<file path="src/rtl/pll_scan_receiver.sv">
// -----------------------------------------------------------------------------
// pll_scan_receiver
//
// Receive-side endpoint of the PLL reconfiguration scan chain. Bits arriving on
// scan_data while scan_ena is high are shifted into a frame register. A rising
// edge on pll_update either commits the frame into the shadow configuration
// registers (when exactly LEN bits were received) or rejects it. The block
// also models PLL lock behaviour so it can stand in for a real PLL during FPGA
// loopback testing.
//
// Frame layout (bit 0 is shifted first, bit LEN-1 last):
//   [144:127] head  [126:109] M  [108:91] N  [90:73] C0  [72:55] C1
//   [54:37]   C2    [36:19]   C3 [18:1]   C4 [0]     pad
//
// Ports:
//   scan_clk    in   scan chain clock, all logic rises on it
//   scan_rst    in   asynchronous active-high reset
//   scan_ena    in   shift enable, one bit accepted per cycle while high
//   scan_data   in   serial data bit, sampled when scan_ena is high
//   pll_update  in   commit request, rising edge only
//   pll_rst     in   PLL reset, active high, level-sensitive
//   head_cfg .. c4_cfg  out [17:0]  committed configuration fields
//   cfg_valid   out  one-cycle pulse when a frame is committed
//   cfg_err     out  one-cycle pulse when a commit is rejected
//   busy        out  high while a transfer is in progress
//   locked      out  modelled PLL lock
// -----------------------------------------------------------------------------
module pll_scan_receiver #(
  parameter int LEN      = 145,
  parameter int LOCK_DLY = 16
) (
  input  logic        scan_clk,
  input  logic        scan_rst,
  input  logic        scan_ena,
  input  logic        scan_data,
  input  logic        pll_update,
  input  logic        pll_rst,
  output logic [17:0] head_cfg,
  output logic [17:0] m_cfg,
  output logic [17:0] n_cfg,
  output logic [17:0] c0_cfg,
  output logic [17:0] c1_cfg,
  output logic [17:0] c2_cfg,
  output logic [17:0] c3_cfg,
  output logic [17:0] c4_cfg,
  output logic        cfg_valid,
  output logic        cfg_err,
  output logic        busy,
  output logic        locked
);

  localparam int                FIELD_W    = 18;
  localparam int                NUM_FIELDS = 8;
  localparam logic [FIELD_W-1:0] CFG_RST   = 18'h2_0000;  // bypass
  localparam logic [7:0]        LEN_CNT    = 8'(LEN);
  localparam logic [7:0]        LOCK_TGT   = 8'(LOCK_DLY);
  localparam logic [7:0]        CNT_MAX    = 8'hFF;

  localparam logic [2:0] ST_IDLE   = 3'd0;
  localparam logic [2:0] ST_SHIFT  = 3'd1;
  localparam logic [2:0] ST_ARMED  = 3'd2;
  localparam logic [2:0] ST_COMMIT = 3'd3;
  localparam logic [2:0] ST_REJECT = 3'd4;

  // ---------------------------------------------------------------------------
  // Frame shift register. New bits enter at the top and move towards bit 0.
  // The pad position (frame bit 0) is the first bit received; after a full
  // frame it would sit below every field and never reach an output, so it is
  // allowed to fall off the end rather than being stored.
  // ---------------------------------------------------------------------------
  logic [LEN-1:1] sreg_reg;

  always_ff @(posedge scan_clk or posedge scan_rst) begin
    if (scan_rst) begin
      sreg_reg <= '0;
    end else if (scan_ena) begin
      sreg_reg <= {scan_data, sreg_reg[LEN-1:2]};
    end
  end

  // ---------------------------------------------------------------------------
  // Update edge detection. The detected edge is registered once more before
  // the FSM acts on it, which gives the two-cycle update-to-valid latency and
  // lets the bit count settle for a frame whose last bit coincides with the
  // update edge.
  // ---------------------------------------------------------------------------
  logic pll_update_d_reg;
  logic upd_rise;
  logic upd_rise_reg;

  assign upd_rise = pll_update & ~pll_update_d_reg;

  always_ff @(posedge scan_clk or posedge scan_rst) begin
    if (scan_rst) begin
      pll_update_d_reg <= 1'b0;
      upd_rise_reg     <= 1'b0;
    end else begin
      pll_update_d_reg <= pll_update;
      upd_rise_reg     <= upd_rise;
    end
  end

  // ---------------------------------------------------------------------------
  // Transfer FSM
  // ---------------------------------------------------------------------------
  logic [2:0] state_reg;
  logic [2:0] state_next;
  logic [7:0] bit_cnt_reg;
  logic [7:0] bit_cnt_next;

  always_comb begin
    state_next = state_reg;
    case (state_reg)
      ST_IDLE: begin
        // An update with nothing shifted is a malformed commit.
        if (upd_rise_reg) begin
          state_next = ST_REJECT;
        end else if (scan_ena) begin
          state_next = ST_SHIFT;
        end
      end
      ST_SHIFT: begin
        // Any registered edge seen here was sampled while still shifting.
        if (upd_rise_reg) begin
          state_next = ST_REJECT;
        end else if (!scan_ena) begin
          state_next = ST_ARMED;
        end
      end
      ST_ARMED: begin
        // A bit arriving together with the update overruns the frame, so
        // the update wins and the transfer is rejected.
        if (upd_rise_reg) begin
          if ((bit_cnt_reg == LEN_CNT) && !scan_ena) begin
            state_next = ST_COMMIT;
          end else begin
            state_next = ST_REJECT;
          end
        end else if (scan_ena) begin
          state_next = ST_SHIFT;
        end
      end
      ST_COMMIT: state_next = ST_IDLE;
      ST_REJECT: state_next = ST_IDLE;
      default:   state_next = ST_IDLE;
    endcase
  end

  // Bit counter: starts at 1 on the first bit of a transfer, continues across
  // ARMED gaps so split frames are legal, saturates, and is cleared whenever
  // the transfer terminates. Bits shifted during the single COMMIT/REJECT
  // cycle are not part of any transfer and are not counted.
  always_comb begin
    bit_cnt_next = bit_cnt_reg;
    if ((state_next == ST_COMMIT) || (state_next == ST_REJECT)) begin
      bit_cnt_next = '0;
    end else if (scan_ena) begin
      if (state_reg == ST_IDLE) begin
        bit_cnt_next = 8'd1;
      end else if ((state_reg == ST_SHIFT) || (state_reg == ST_ARMED)) begin
        if (bit_cnt_reg != CNT_MAX) begin
          bit_cnt_next = bit_cnt_reg + 8'd1;
        end
      end
    end
  end

  always_ff @(posedge scan_clk or posedge scan_rst) begin
    if (scan_rst) begin
      state_reg   <= ST_IDLE;
      bit_cnt_reg <= '0;
    end else begin
      state_reg   <= state_next;
      bit_cnt_reg <= bit_cnt_next;
    end
  end

  // Status outputs are registered from the next state so each pulse lines up
  // exactly with the cycle the FSM spends in COMMIT or REJECT.
  logic cfg_valid_reg;
  logic cfg_err_reg;
  logic busy_reg;

  always_ff @(posedge scan_clk or posedge scan_rst) begin
    if (scan_rst) begin
      cfg_valid_reg <= 1'b0;
      cfg_err_reg   <= 1'b0;
      busy_reg      <= 1'b0;
    end else begin
      cfg_valid_reg <= (state_next == ST_COMMIT);
      cfg_err_reg   <= (state_next == ST_REJECT);
      busy_reg      <= (state_next == ST_SHIFT) || (state_next == ST_ARMED);
    end
  end

  assign cfg_valid = cfg_valid_reg;
  assign cfg_err   = cfg_err_reg;
  assign busy      = busy_reg;

  // ---------------------------------------------------------------------------
  // Shadow configuration registers. Field 0 is head, field 7 is C4; field k
  // occupies the 18 bits directly below field k-1. They load on the edge that
  // enters COMMIT so the new values appear together with cfg_valid.
  // ---------------------------------------------------------------------------
  logic [FIELD_W-1:0] cfg_reg [NUM_FIELDS];
  logic               commit_load;

  assign commit_load = (state_next == ST_COMMIT);

  generate
    for (genvar gi = 0; gi < NUM_FIELDS; gi++) begin : g_field
      always_ff @(posedge scan_clk or posedge scan_rst) begin
        if (scan_rst) begin
          cfg_reg[gi] <= CFG_RST;
        end else if (commit_load) begin
          cfg_reg[gi] <= sreg_reg[LEN-1-gi*FIELD_W -: FIELD_W];
        end
      end
    end
  endgenerate

  assign head_cfg = cfg_reg[0];
  assign m_cfg    = cfg_reg[1];
  assign n_cfg    = cfg_reg[2];
  assign c0_cfg   = cfg_reg[3];
  assign c1_cfg   = cfg_reg[4];
  assign c2_cfg   = cfg_reg[5];
  assign c3_cfg   = cfg_reg[6];
  assign c4_cfg   = cfg_reg[7];

  // ---------------------------------------------------------------------------
  // Lock model. The counter runs from pll_rst deassertion and parks at
  // LOCK_DLY, where lock is asserted and held. pll_rst also masks the output
  // directly so lock drops as soon as reset is applied, not one edge later.
  // Configuration commits never touch this logic.
  // ---------------------------------------------------------------------------
  logic [7:0] lock_cnt_reg;
  logic       lock_reg;

  always_ff @(posedge scan_clk or posedge scan_rst) begin
    if (scan_rst) begin
      lock_cnt_reg <= '0;
      lock_reg     <= 1'b0;
    end else if (pll_rst) begin
      lock_cnt_reg <= '0;
      lock_reg     <= 1'b0;
    end else if (lock_cnt_reg != LOCK_TGT) begin
      lock_cnt_reg <= lock_cnt_reg + 8'd1;
      lock_reg     <= ((lock_cnt_reg + 8'd1) == LOCK_TGT);
    end else begin
      lock_reg     <= 1'b1;
    end
  end

  assign locked = lock_reg & ~pll_rst;

endmodule

</file>
<file path="config.mk">
export PLATFORM = sky130hd
export DESIGN_NAME = pll_scan_receiver
export DESIGN_NICKNAME = d
export VERILOG_FILES = /design/src/rtl/pll_scan_receiver.sv
export SDC_FILE = /design/constraint.sdc
export NUM_CORES = 1
export LEC_CHECK = 0
export CAP_MARGIN = 30
export CORE_MARGIN = 1
export CORE_UTILIZATION = 40
export DETAILED_ROUTE_END_ITERATION = 8
export DONT_BUFFER_PORTS = 1
export GPL_ROUTABILITY_DRIVEN = 0
export PLACE_DENSITY_LB_ADDON = 0.1
export SLEW_MARGIN = 20
export SYNTH_ARGS = -nofsm -noshare
export SYNTH_HDL_FRONTEND = slang
export SYNTH_SLANG_ARGS = --single-unit
</file>
<file path="constraint.sdc">
create_clock -name scan_clk -period 12.79 [get_ports scan_clk]
set_clock_uncertainty 0.05 [all_clocks]
set_input_delay 1.279 -clock scan_clk [delete_from_list [all_inputs] [get_ports scan_clk]]
set_output_delay 1.279 -clock scan_clk [all_outputs]
set_load 0.01 [all_outputs]
</file>
==> impl_results.md <==
- CTS tree: built
- Post-DP HPWL: 13.25 mm
- GRT Overall Usage: 0.1415
- Leak: 0.007032 uW
- P_sw: 452.5 uW
- DP Area: 12590 um^2
- Min Hold Slack: 0.3415 ns
- Internal power: 1693 uW
- Filler instances: 2593
- Crit path required time: 13.11 ns
- Detailed Route Iter0 Violations: 303
- Die Ht: 176.7 um
- Total CTS buffers: 35
- Worst-margin pin slew: 0.8293 ns
- Core area: 29800 um^2
- Initial antenna violation count: 0
- First-pass GRT wire length: 35.45 mm
- Clock power frac: 0.461
- Diode count: 0
- Cell area after synthesis: 12210 um^2
- Die W: 176.7 um
- Final setup violation count: 0
- Area growth, synth to finish: 12.97%
- Fin cells: 1170
- Max reg flops: 144
- GR Util met3: 0.05326
- Worst Hold Class: reg2reg
- Met2 GRT Util: 0.2193
- Busiest grt layer: met2
- GRT overflow: 0
- Critical Path AT: 4.13 ns
- Vias in the first global route: 6390
- Comb pwr share: 0.041
- Crit share post-route: 0.2973
- Layout cell share with drive strength beyond 1: 0.4615
- Maximum operating frequency: 262.9 MHz
- RSZ-0062 raised after global routing: false
- Nets: 766
- H-tree levels: 2
- R2R setup slack: 9.40 ns
- # IOs: 154
- Mapped Cells: 747
- Root Buffer: clkbuf_16
- Sequential share of the synthesized area: 0.6423
- # rows: 63
- FF+latch count, synth: 313
- Wire per inst: 18.33 um
- Clock edge transition at the registers on the reported setup and hold paths: 0.06 ns
- Placed insts: 1107
- Final instance area: 13790 um^2
- Vias per cell: 5.057
- Post-CTS sizing: 0
- Post-CTS Hold Buffers: 0
- Via count: 5917
- TNS Setup: 0 ns
- Status: complete, no violations
- Worst skew pair latency: 0.49 ns
- Slew Limit Fails: 0
- Startpoint Class: primary input
- Reported max-cap violation count: 0
- Crit end category: register
- Post-synthesis cell type count: 43
- WL final: 21.45 mm
- Sequential power share: 0.499
- 1st-pass router iterations: 4
- Syn Nets: 757
- Crit-path max FO: 152
- PwrDens: 155.5 nW/um^2
- Maximum VDD drop: 99.38 uV
- # port buffers: 0
- Mapped Avg Cell Area: 16.34 um^2
- Sink Count: 313
- Post-CTS Setup Inserts: 0
- Initial Utilization: 0.4098
- Max_slew headroom: 0.4471
- Synthesis Warnings: 0
- Met1 Use GR: 0.1803
- Final Hold Fails: 0
- Crit path time final: 3.803 ns
- CTS Buffer Depth: 3
- Number of routed nets with antenna violations: 0
- DRC Markers: 0
- Sw Ratio: 0.2109
- Crit path kind: in2reg
- Largest net degree at the start of global routing: 153
- DIE AREA: 31230 um^2
[cell usage after synthesis, drive strengths merged]
| master | instances | area [um^2] |
|---|---|---|
| o21bai | 1 | 7.510 |
| xor2 | 4 | 35.03 |
| ha | 4 | 50.05 |
| nor3b | 3 | 22.52 |
| a21boi | 1 | 7.510 |
| inv | 5 | 18.77 |
| dfrtp | 305 | 7632 |
| a41oi | 1 | 8.760 |
| nand3b | 2 | 15.01 |
| nand4 | 5 | 37.53 |
| mux2i | 4 | 40.04 |
| or4b | 1 | 13.76 |
| o211a | 1 | 10.01 |
| and2 | 1 | 6.260 |
| and4b | 1 | 10.01 |
| o21ai | 4 | 20.02 |
| o22a | 1 | 8.760 |
| a21oi | 8 | 40.04 |
| a21o | 2 | 15.01 |
| nand3 | 8 | 40.04 |
| o31ai | 2 | 15.01 |
| clkbuf | 19 | 71.32 |
| nor4 | 1 | 21.27 |
| nand2 | 10 | 37.54 |
| and4 | 1 | 8.760 |
| and3 | 3 | 18.77 |
| xnor2 | 2 | 17.52 |
| buf | 17 | 113.9 |
| mux2 | 288 | 3468 |
| dfstp | 8 | 210.2 |
| o2bb2ai | 1 | 8.760 |
| a31oi | 2 | 12.51 |
| nor2 | 11 | 41.29 |
| nand2b | 6 | 37.54 |
| nor3 | 6 | 30.03 |
| and3b | 2 | 17.52 |
| o32ai | 1 | 8.760 |
| nor2b | 5 | 31.28 |
[power by group through the flow]
stage                     Combinational (uW)  Clock (uW)  Sequential, uW
after floorplan                         82.9           0            1080
after global placement                  83.7           0            1090
after detailed placement                87.1           0            1090
after CTS                               87.8        1030            1070
after global routing                    98.8        1070            1080
final                                   86.9         989            1070
[path summary, 6_finish.rpt]
kind	startpoint	end	cells after the start
setup / recovery	scan_ena	c4_cfg[8]$_DFFE_PP0P_	6
hold / removal	pll_update_d_reg$_DFF_PP0_	upd_rise_reg$_DFF_PP0_	1
setup reg to reg	bit_cnt_reg[2]$_DFFE_PP0P_	c4_cfg[8]$_DFFE_PP0P_	6
hold reg to reg	pll_update_d_reg$_DFF_PP0_	upd_rise_reg$_DFF_PP0_	1
max in group asynchronous	scan_rst	sreg_reg[50]$_DFFE_PP0P_	2
min in group asynchronous	scan_rst	c1_cfg[0]$_DFFE_PP0P_	1
[cell families (layout without fill, tap and decap cells)]
logic type	after synthesis	in the layout	synth area share
xor+xnor	6	6	0.004304
compound gates	25	25	0.01332
mux	292	292	0.2874
buf+inv	41	74	0.01670
simple gates	66	66	0.03187
fa+ha+maj	4	4	0.004099
flops	313	313	0.6423
[layer usage]
layer | up-vias | share of wire
li1 | 2676 | -
met1 | 3050 | 0.42
met2 | 144 | 0.46
met3 | 47 | 0.089
met4 | 0 | 0.027
met5 | - | 0
[per-stage QoR]
stage               power (uW)  setup WS (ns)  utilization
floorplan                 1158          2.816            -
global placement          1170          8.021       0.4217
detailed placement        1176          8.452       0.4224
CTS                       2187          8.986       0.4611
global route              2244          8.809       0.4629
finish                    2145          8.987       0.4629
[cell type report]
class,instances,area (um^2),share of cell area
inverter,5,26.28,0.001905
multi-input combinational,393,4172,0.3024
sequential,313,7843,0.5686
timing repair buffer,8,112.6,0.008164
tap,390,488.0,0.03538
clock inverter,8,96.34,0.006985
clock buffer,53,1056,0.07656
[critical path: stages]
cell     delay [ns]
or4b_4         0.55
nor4_4         0.29
nand4_4        0.50
buf_4          0.54
buf_4          0.46
mux2_2         0.37
[cells in the final DEF (no fill, tap or decap), types with 7 or more instances in the layout]
| cell | netlist | routed |
|---|---|---|
| dfrtp_1 | 305 | 305 |
| clkbuf_16 | 0 | 37 |
| dfstp_2 | 8 | 8 |
| clkbuf_8 | 0 | 7 |
| nand3_1 | 8 | 8 |
| a21oi_1 | 8 | 8 |
| nor2_1 | 11 | 11 |
| clkbuf_1 | 19 | 9 |
| mux2_4 | 60 | 60 |
| mux2_2 | 228 | 228 |
| nand2_1 | 10 | 10 |
No activity file was read; power rests on OpenSTA's default activity.
